--- src/rtl/rr_mux_nt1_if.sv ---
// Handshake bundle for rr_mux_nt1: N producer channels in, one registered beat out.
// LAST_IN exists only when RR_MUX_LOCK_EN is defined.
interface rr_mux_nt1_if #(
    parameter int WIDTH = 32,
    parameter int N     = 4,
    parameter int SELW  = $clog2(N)
);
    logic [N*WIDTH-1:0] d_in;
    logic [N-1:0]       valid_in;
    logic [N-1:0]       ready_out;
    logic               mode;
    logic [SELW-1:0]    sel;
    logic [WIDTH-1:0]   dout;
    logic               dout_valid;
    logic               dout_ready;
    logic [SELW-1:0]    grant_idx;
`ifdef RR_MUX_LOCK_EN
    logic [N-1:0]       last_in;

    modport master (output d_in, valid_in, mode, sel, dout_ready, last_in,
                    input  ready_out, dout, dout_valid, grant_idx);
    modport slave  (input  d_in, valid_in, mode, sel, dout_ready, last_in,
                    output ready_out, dout, dout_valid, grant_idx);
`else
    modport master (output d_in, valid_in, mode, sel, dout_ready,
                    input  ready_out, dout, dout_valid, grant_idx);
    modport slave  (input  d_in, valid_in, mode, sel, dout_ready,
                    output ready_out, dout, dout_valid, grant_idx);
`endif
endinterface

--- src/rtl/rr_mux_nt1.sv ---
// N:1 valid/ready mux with one full-throughput output register; fixed-select or round-robin.
// Define RR_MUX_LOCK_EN to hold a round-robin grant across a multi-beat packet (LAST_IN).
module rr_mux_nt1 #(
    parameter int WIDTH = 32,
    parameter int N     = 4,
    parameter int SELW  = $clog2(N)
) (
    input  logic        clk,
    input  logic        rst,
    rr_mux_nt1_if.slave bus
);
    logic [WIDTH-1:0] chan [N];
    logic [SELW-1:0]  last, cand, rr_idx;
    logic             cand_vld, load, xfer;
    logic [WIDTH-1:0] dout_q;
    logic             dv_q;
    logic [SELW-1:0]  gi_q;
`ifdef RR_MUX_LOCK_EN
    logic             locked;
    logic [SELW-1:0]  lock_ch;
`endif

    assign load = !dv_q || bus.dout_ready;
    assign xfer = load && cand_vld;

    generate
        for (genvar i = 0; i < N; i++) begin : g_ch
            assign chan[i]          = bus.d_in[i*WIDTH +: WIDTH];
            assign bus.ready_out[i] = !rst && xfer && (cand == SELW'(i));
        end
    endgenerate

    always_comb begin
        cand_vld = 1'b0;
        cand     = '0;
        rr_idx   = '0;
        if (!bus.mode) begin
            if (int'(bus.sel) < N) begin
                cand_vld = bus.valid_in[bus.sel];
                cand     = bus.sel;
            end
`ifdef RR_MUX_LOCK_EN
        end else if (locked) begin
            // Locked grant waits on its own channel even if it drops valid
            cand_vld = bus.valid_in[lock_ch];
            cand     = lock_ch;
`endif
        end else begin
            // Scan downward so the channel nearest after 'last' wins
            for (int k = N; k >= 1; k--) begin
                rr_idx = SELW'((int'(last) + k) % N);
                if (bus.valid_in[rr_idx]) begin
                    cand_vld = 1'b1;
                    cand     = rr_idx;
                end
            end
        end
    end

    always_ff @(posedge clk or posedge rst) begin
        if (rst) begin
            dout_q <= '0;
            dv_q   <= 1'b0;
            gi_q   <= '0;
            last   <= SELW'(N-1);
`ifdef RR_MUX_LOCK_EN
            locked  <= 1'b0;
            lock_ch <= '0;
`endif
        end else begin
            if (load) begin
                dv_q <= cand_vld;
                if (cand_vld) begin
                    dout_q <= chan[cand];
                    gi_q   <= cand;
                end
            end
`ifdef RR_MUX_LOCK_EN
            if (!bus.mode) begin
                locked <= 1'b0;
            end else if (xfer) begin
                if (bus.last_in[cand]) begin
                    locked <= 1'b0;
                    last   <= cand;
                end else begin
                    locked  <= 1'b1;
                    lock_ch <= cand;
                end
            end
`else
            if (xfer && bus.mode) last <= cand;
`endif
        end
    end

    assign bus.dout       = dout_q;
    assign bus.dout_valid = dv_q;
    assign bus.grant_idx  = gi_q;
endmodule

--- src/flat_wrapper.sv ---
// flat-port wrapper written by rule: the top's interface ports become plain ports
module rr_mux_nt1_flat 
#(
    parameter int WIDTH = 32,
    parameter int N     = 4,
    parameter int SELW  = $clog2(N)
)
  (clk, rst, bus_d_in, bus_valid_in, bus_mode, bus_sel, bus_dout_ready, bus_ready_out, bus_dout, bus_dout_valid, bus_grant_idx);
  rr_mux_nt1_if #(.WIDTH(WIDTH), .N(N), .SELW(SELW)) bus_i ();
  input  logic clk;
  input  logic rst;
  input wire logic [$bits(bus_i.d_in)-1:0] bus_d_in;
  input wire logic [$bits(bus_i.valid_in)-1:0] bus_valid_in;
  input wire logic [$bits(bus_i.mode)-1:0] bus_mode;
  input wire logic [$bits(bus_i.sel)-1:0] bus_sel;
  input wire logic [$bits(bus_i.dout_ready)-1:0] bus_dout_ready;
  output wire logic [$bits(bus_i.ready_out)-1:0] bus_ready_out;
  output wire logic [$bits(bus_i.dout)-1:0] bus_dout;
  output wire logic [$bits(bus_i.dout_valid)-1:0] bus_dout_valid;
  output wire logic [$bits(bus_i.grant_idx)-1:0] bus_grant_idx;
  assign bus_i.d_in = bus_d_in;
  assign bus_i.valid_in = bus_valid_in;
  assign bus_i.mode = bus_mode;
  assign bus_i.sel = bus_sel;
  assign bus_i.dout_ready = bus_dout_ready;
  assign bus_ready_out = bus_i.ready_out;
  assign bus_dout = bus_i.dout;
  assign bus_dout_valid = bus_i.dout_valid;
  assign bus_grant_idx = bus_i.grant_idx;
  rr_mux_nt1 #(.WIDTH(WIDTH), .N(N), .SELW(SELW)) u_core (.clk(clk), .rst(rst), .bus(bus_i));
endmodule
--- config.mk ---
export PLATFORM = sky130hd
export DESIGN_NAME = rr_mux_nt1_flat
export DESIGN_NICKNAME = d
export VERILOG_FILES = /design/src/rtl/rr_mux_nt1_if.sv /design/src/rtl/rr_mux_nt1.sv /design/src/flat_wrapper.sv
export SDC_FILE = /design/constraint.sdc
export NUM_CORES = 1
export LEC_CHECK = 0
export BUFFER_PORTS_ARGS = -buffer_cell sky130_fd_sc_hd__buf_2
export CORE_ASPECT_RATIO = 1.5
export CORE_MARGIN = 4
export CORE_UTILIZATION = 40
export DETAILED_ROUTE_END_ITERATION = 10
export GPL_ROUTABILITY_DRIVEN = 0
export PLACE_DENSITY = 0.8
export SKIP_CTS_REPAIR_TIMING = 1
export SYNTH_ARGS = -nofsm -noshare
export SYNTH_HDL_FRONTEND = slang
export SYNTH_SLANG_ARGS = --single-unit
--- constraint.sdc ---
create_clock -name clk -period 2.8 [get_ports clk]
set_clock_uncertainty 0.05 [all_clocks]
set_input_delay 0.56 -clock clk [delete_from_list [all_inputs] [get_ports clk]]
set_output_delay 0.56 -clock clk [all_outputs]
set_load 0.01 [all_outputs]
[After elaboration in Yosys (flattened, before gate mapping)]
Cells that the tools add are included.
Cells by class
  magnitude comparators: 6
  shift-type cells: 0
  bitwise operators: 1
  multipliers: 0
  equal/unequal tests: 3
  div/mod/pow operators: 0
  add/sub/neg operators: 4
  muxes and demuxes: 23
  reductions and logical operators: 12
Operators by type and width (count)
  $bmux W32 S2: 1
  $mux W32: 2
  $lt A2 B3 Y1 const B: 5
  $bmux W1 S2: 5
  $mux W1: 10
  $mux W2: 5
  $logic_and A1 B1 Y1: 7
  $add A2 B1 Y2 const B: 2
  $add A2 B2 Y2 const B: 2
  $eq A2 B2 Y1 const B: 2
  $ge A3 B3 Y1 const B: 1
  $not A2 Y3: 1
  $eq A2 B1 Y1 const B: 1
  $logic_not A1 Y1: 2
  $logic_not A2 Y1: 1
  $reduce_and A2 Y1: 1
  $logic_or A1 B1 Y1: 1
Word-level totals
  register bits after elaboration: 37
  memory bits (writable): 0
  memories kept: 0
  bits of input ports: 138
  bits in latches: 0
  output and inout port bits: 39
  ROM bits: 0
  logic and storage cells: 53

[Logic depth before layout (Yosys ltp)]
  depth in word-level cells: 12
  mapped depth: 9
  mapped depth without buffers: 6

[Worst setup path after synthesis]
No wires, ideal clock.
  kind: input -> output
  start point: input bus_valid_in[0]
  end point: output bus_ready_out[1]
  data required time: 2.190 ns
  slack: 0.259 ns
  path buffers: 2
  stages: 7
  data arrival time: 1.931 ns
  cells stage by stage: nand2_1 a21oi_1 a311o_1 a31o_1 buf_6 buf_2 nor4_1
On the way
  cells in the longest elaborated chain, start to end: 10
  elaborated cells between the ends (all ways): 24
  those cells by class: 1 x eq/ne; 20 x mux; 3 x reduce/logical
Ends and longest elaborated chain
  start: declaration: line flat_wrapper.sv:13  | input wire logic [$bits(bus_i.valid_in)-1:0] bus_valid_in;
  $bmux W1 S2: line rr_mux_nt1.sv:52  | if (bus.valid_in[rr_idx]) begin
  $mux W1 (implied by the code): line rr_mux_nt1.sv:52
  $mux W1 (4 in series): line rr_mux_nt1.sv:52
  $mux W1: line rr_mux_nt1.sv:37  | if (!bus.mode) begin
  $logic_and A1 B1 Y1: line rr_mux_nt1.sv:24  | assign xfer = load && cand_vld;
  $logic_and A1 B1 Y1: line rr_mux_nt1.sv:29  | assign bus.ready_out[i] = !rst && xfer && (cand == SELW'(i));
  $logic_and A1 B1 Y1 (*): line rr_mux_nt1.sv:29
  end: declaration: line flat_wrapper.sv:17  | output wire logic [$bits(bus_i.ready_out)-1:0] bus_ready_out;
Mark *: on every way between the ends. The rest lies on a longest branch, timed or not. The select of a mux whose other input is x is not followed.

[Worst setup path after layout]
  start point: register u_core.last[1]
  end point: output bus_ready_out[3]
On the way
  cells in the longest elaborated chain, start to end: 11
  elaborated cells between the ends (all ways): 26
  those cells by class: 4 x add/sub; 1 x eq/ne; 18 x mux; 3 x reduce/logical
Ends and longest elaborated chain
  start: declaration: line rr_mux_nt1.sv:13  | logic [SELW-1:0] last, cand, rr_idx;
  start signal: assignment: line rr_mux_nt1.sv:65  | last <= SELW'(N-1);
  start signal: assignment: line rr_mux_nt1.sv:91  | if (xfer && bus.mode) last <= cand;
  $add A2 B1 Y2: line rr_mux_nt1.sv:51  | rr_idx = SELW'((int'(last) + k) % N);
  $bmux W1 S2: line rr_mux_nt1.sv:52
  $mux W1 (implied by the code): line rr_mux_nt1.sv:52
  $mux W1 (4 in series): line rr_mux_nt1.sv:52
  $mux W1: line rr_mux_nt1.sv:37
  $logic_and A1 B1 Y1: line rr_mux_nt1.sv:24
  $logic_and A1 B1 Y1: line rr_mux_nt1.sv:29
  $logic_and A1 B1 Y1 (*): line rr_mux_nt1.sv:29
Marks and branches as above.

==> impl_results.md <==
- Status: finished, final reports clean
- Top-count cell post-synth: mux2i_1
- Crit path time final: around 2.6 ns
- CTS H-tree lvls: 2
- Clock buffer depth: 2
- Hold Crit Class: primary input to async pin
- Pin count of the biggest net entering global routing: 39
- Post-synth EDFFs: 0
- Vias in the first global route: between 2000 and 3000
- Io pins: between 150 and 200
- Non-filler instance count after layout: 469
- Reg2reg start: u_core.last[1]
- Gr usage total: 0.2003
- Grt ovf: 0
- N_diodes: 0
- Final Max Slew Viols: 0
- # setup viols final: 0
- Die W: between 70 and 80 µm
- Placed Cells: ~460
- Worst-Skew Late Latency: 0.27 ns
- Num Clock Sinks: 37
- Wire length per cell: between 15 and 20 µm
- Fmax: approximately 380 MHz
- Post-synth top area share: 0.3735
- CP Launch Type: register
- Mean Syn Cell Area: between 10 and 15 µm²
- Vias: 2504
- Mapped Area: between 2000 and 2500 µm²
- Layout cell share with drive strength beyond 1: 0.4937
- Crit-path max cell delay: 0.56 ns
- Routed Antenna Nets: 0
- Total die area: a little over 7000 µm²
- Final Routed Wirelength: ~7400 µm
- Setup crit start: u_core.last[1]
- Peak VDD IR: approximately 330 µV
- First drt pass iteration count: 4
- Slew margin rel.: 0.5952
- RSZ-0062 raised after global routing: false
- Vias/cell: 5.339
- Mapped Nets: approximately 360
- Leak: 0.001866 µW
- Crit. End Element: primary output
- CTS Root Cell: clkbuf_8
- Synth Flop Type: dfrtp_1
- CTS tree: yes
- Max cap viols: 0
- Row cnt: 33
- Synthesized instance count: 225
- Worst Path Required: roughly 2.2 ns
- First-pass GRT wire length: ~12000 µm
- Initial antenna violation count: 0
- Synth warn: 0
- Area growth syn-to-layout: 43.92%
- Worst Path Arrival: 1.99 ns
- Utilization after layout: 0.6054
- Crit-path cells: inv_1, a211oi_1, o21ai_1, a31o_4, nor4_1, buf_2
- Dpl hpwl: around 6000 µm
- Setup TNS: 0 ns
- Starting density of the core: 0.4207
- Biggest fanout along the worst timing path: 6
- Core box area: around 5600 µm²
- Post-synthesis sequential area ratio: 0.3959
- Clock transition at path regs: approximately 0.07 ns
- Initial drt markers: 80
- DRC Markers: 0
- CP max-delay cell: dfstp_2
- Crit Path Class: register to primary output
- Least-Margin Pin Slew: a little over 0.6 ns
- Asr flop ratio synth: 1.000
- Num CTS Buffers: 5
- Cell types occupying the most area after synthesis: dfrtp_1 37%, mux2i_1 28%, o221ai_1 12%
- Buffers on Ports: approximately 180
- Die Ht: slightly above 100 µm
- Cell accounting for the most synthesized area: dfrtp_1
- Final Hold Violating Endpoints: 0
- PwrDens: approximately 700 nW/µm²
- Post-synth cell types: 25
- Design area: between 3000 and 4000 µm²
- Flops & latches, synth: 37
- Period utilization: 0.9297
- Commonest cells post-synth: 66 x mux2i_1, 43 x nand2_1, 35 x dfrtp_1
- Final nets: between 500 and 600
- Placed Instance Area: roughly 3300 µm²
## stage by stage
step	power [µW]	worst slack, ns	hold slack (ns)
floorplan	1561	0.2591	0.4470
global placement	1954	0.3016	0.4161
detailed placement	1996	0.2647	0.4191
CTS	2368	0.1967	0.3027
global route	2504	0.01258	0.3220
finish	2334	0.1967	0.3052
## cells by family after synthesis
family / count (synthesis) / synth area share
flip-flops: 37 / 0.3959
AO/OA/AOI/OAI: 43 / 0.1499
AND/OR/NAND/NOR: 53 / 0.09659
buffers and inverters: 23 / 0.05656
multiplexers: 69 / 0.3010
## final cells by class
| class | count | area [µm²] |
|---|---|---|
| clock buffers | 7 | 86.33 |
| flip-flops and latches | 37 | 928.4 |
| well taps | 70 | 87.58 |
| repair buffers | 185 | 960.9 |
| inverters | 5 | 18.77 |
| multi-input cells | 165 | 1292 |
| fillers | 487 | 2200 |
## path summary, 6_finish.rpt
path / end / slack, ns / depth (start not counted)
min in group clk: u_core.bus.dout[1] / 0.43 / 2
max reg2reg: u_core.bus.dout[16] / 0.46 / 7
max in group asynchronous: u_core.last[1] / 2.14 / 3
min: u_core.bus.dout[11] / 0.31 / 3
min reg2reg: u_core.bus.dout[1] / 0.43 / 2
max: bus_ready_out[3] / 0.20 / 6
## flip-flops by register name, indices dropped and copies added (netlist names)
| name | flops |
|---|---|
| u_core.bus.dout_valid | 1 |
| u_core.bus.grant_idx | 2 |
| u_core.bus.dout | 32 |
| u_core.last | 2 |
## metal layers
| metal | up-vias | part of all wire | track usage | wire length [µm] |
|---|---|---|---|---|
| met3 | 10 | 0.066 | 0.04369 | 492 |
| met4 | 0 | 0.015 | 0.06932 | 112 |
| met1 | 1192 | 0.35 | 0.2166 | 2580 |
| li1 | 1203 | - | - | - |
| met2 | 99 | 0.57 | 0.3802 | 4261 |
| met5 | - | 0 | 0 | 0 |
## layout by cell type, fill, tap and decap left out, types with 2 or more instances in the layout
master / count
dfrtp_1: 35
o21ai_0: 2
inv_1: 5
a211oi_1: 2
dfstp_2: 2
mux2i_1: 66
nor4_1: 2
nor2_1: 2
mux2_2: 2
o221ai_1: 32
a21oi_1: 3
nand2_1: 43
buf_2: 176
and4_1: 2
clkbuf_8: 6
buf_4: 8
## critical path, delay by kind of cell (launching register included)
| kind | cells | cell delay, ns |
|---|---|---|
| buf+inv | 2 | 0.24 |
| simple gates | 1 | 0.22 |
| compound gates | 3 | 0.71 |
| flops | 1 | 0.56 |
## report_power, final
| group | leakage (µW) | internal (µW) | total [µW] | switching [µW] |
|---|---|---|---|---|
| registers | 0.000449 | 747 | 862 | 115 |
| logic | 0.00137 | 522 | 1110 | 588 |
| clock network | 0.0000443 | 195 | 363 | 168 |
Note: power is estimated with default switching activity, not from simulation.
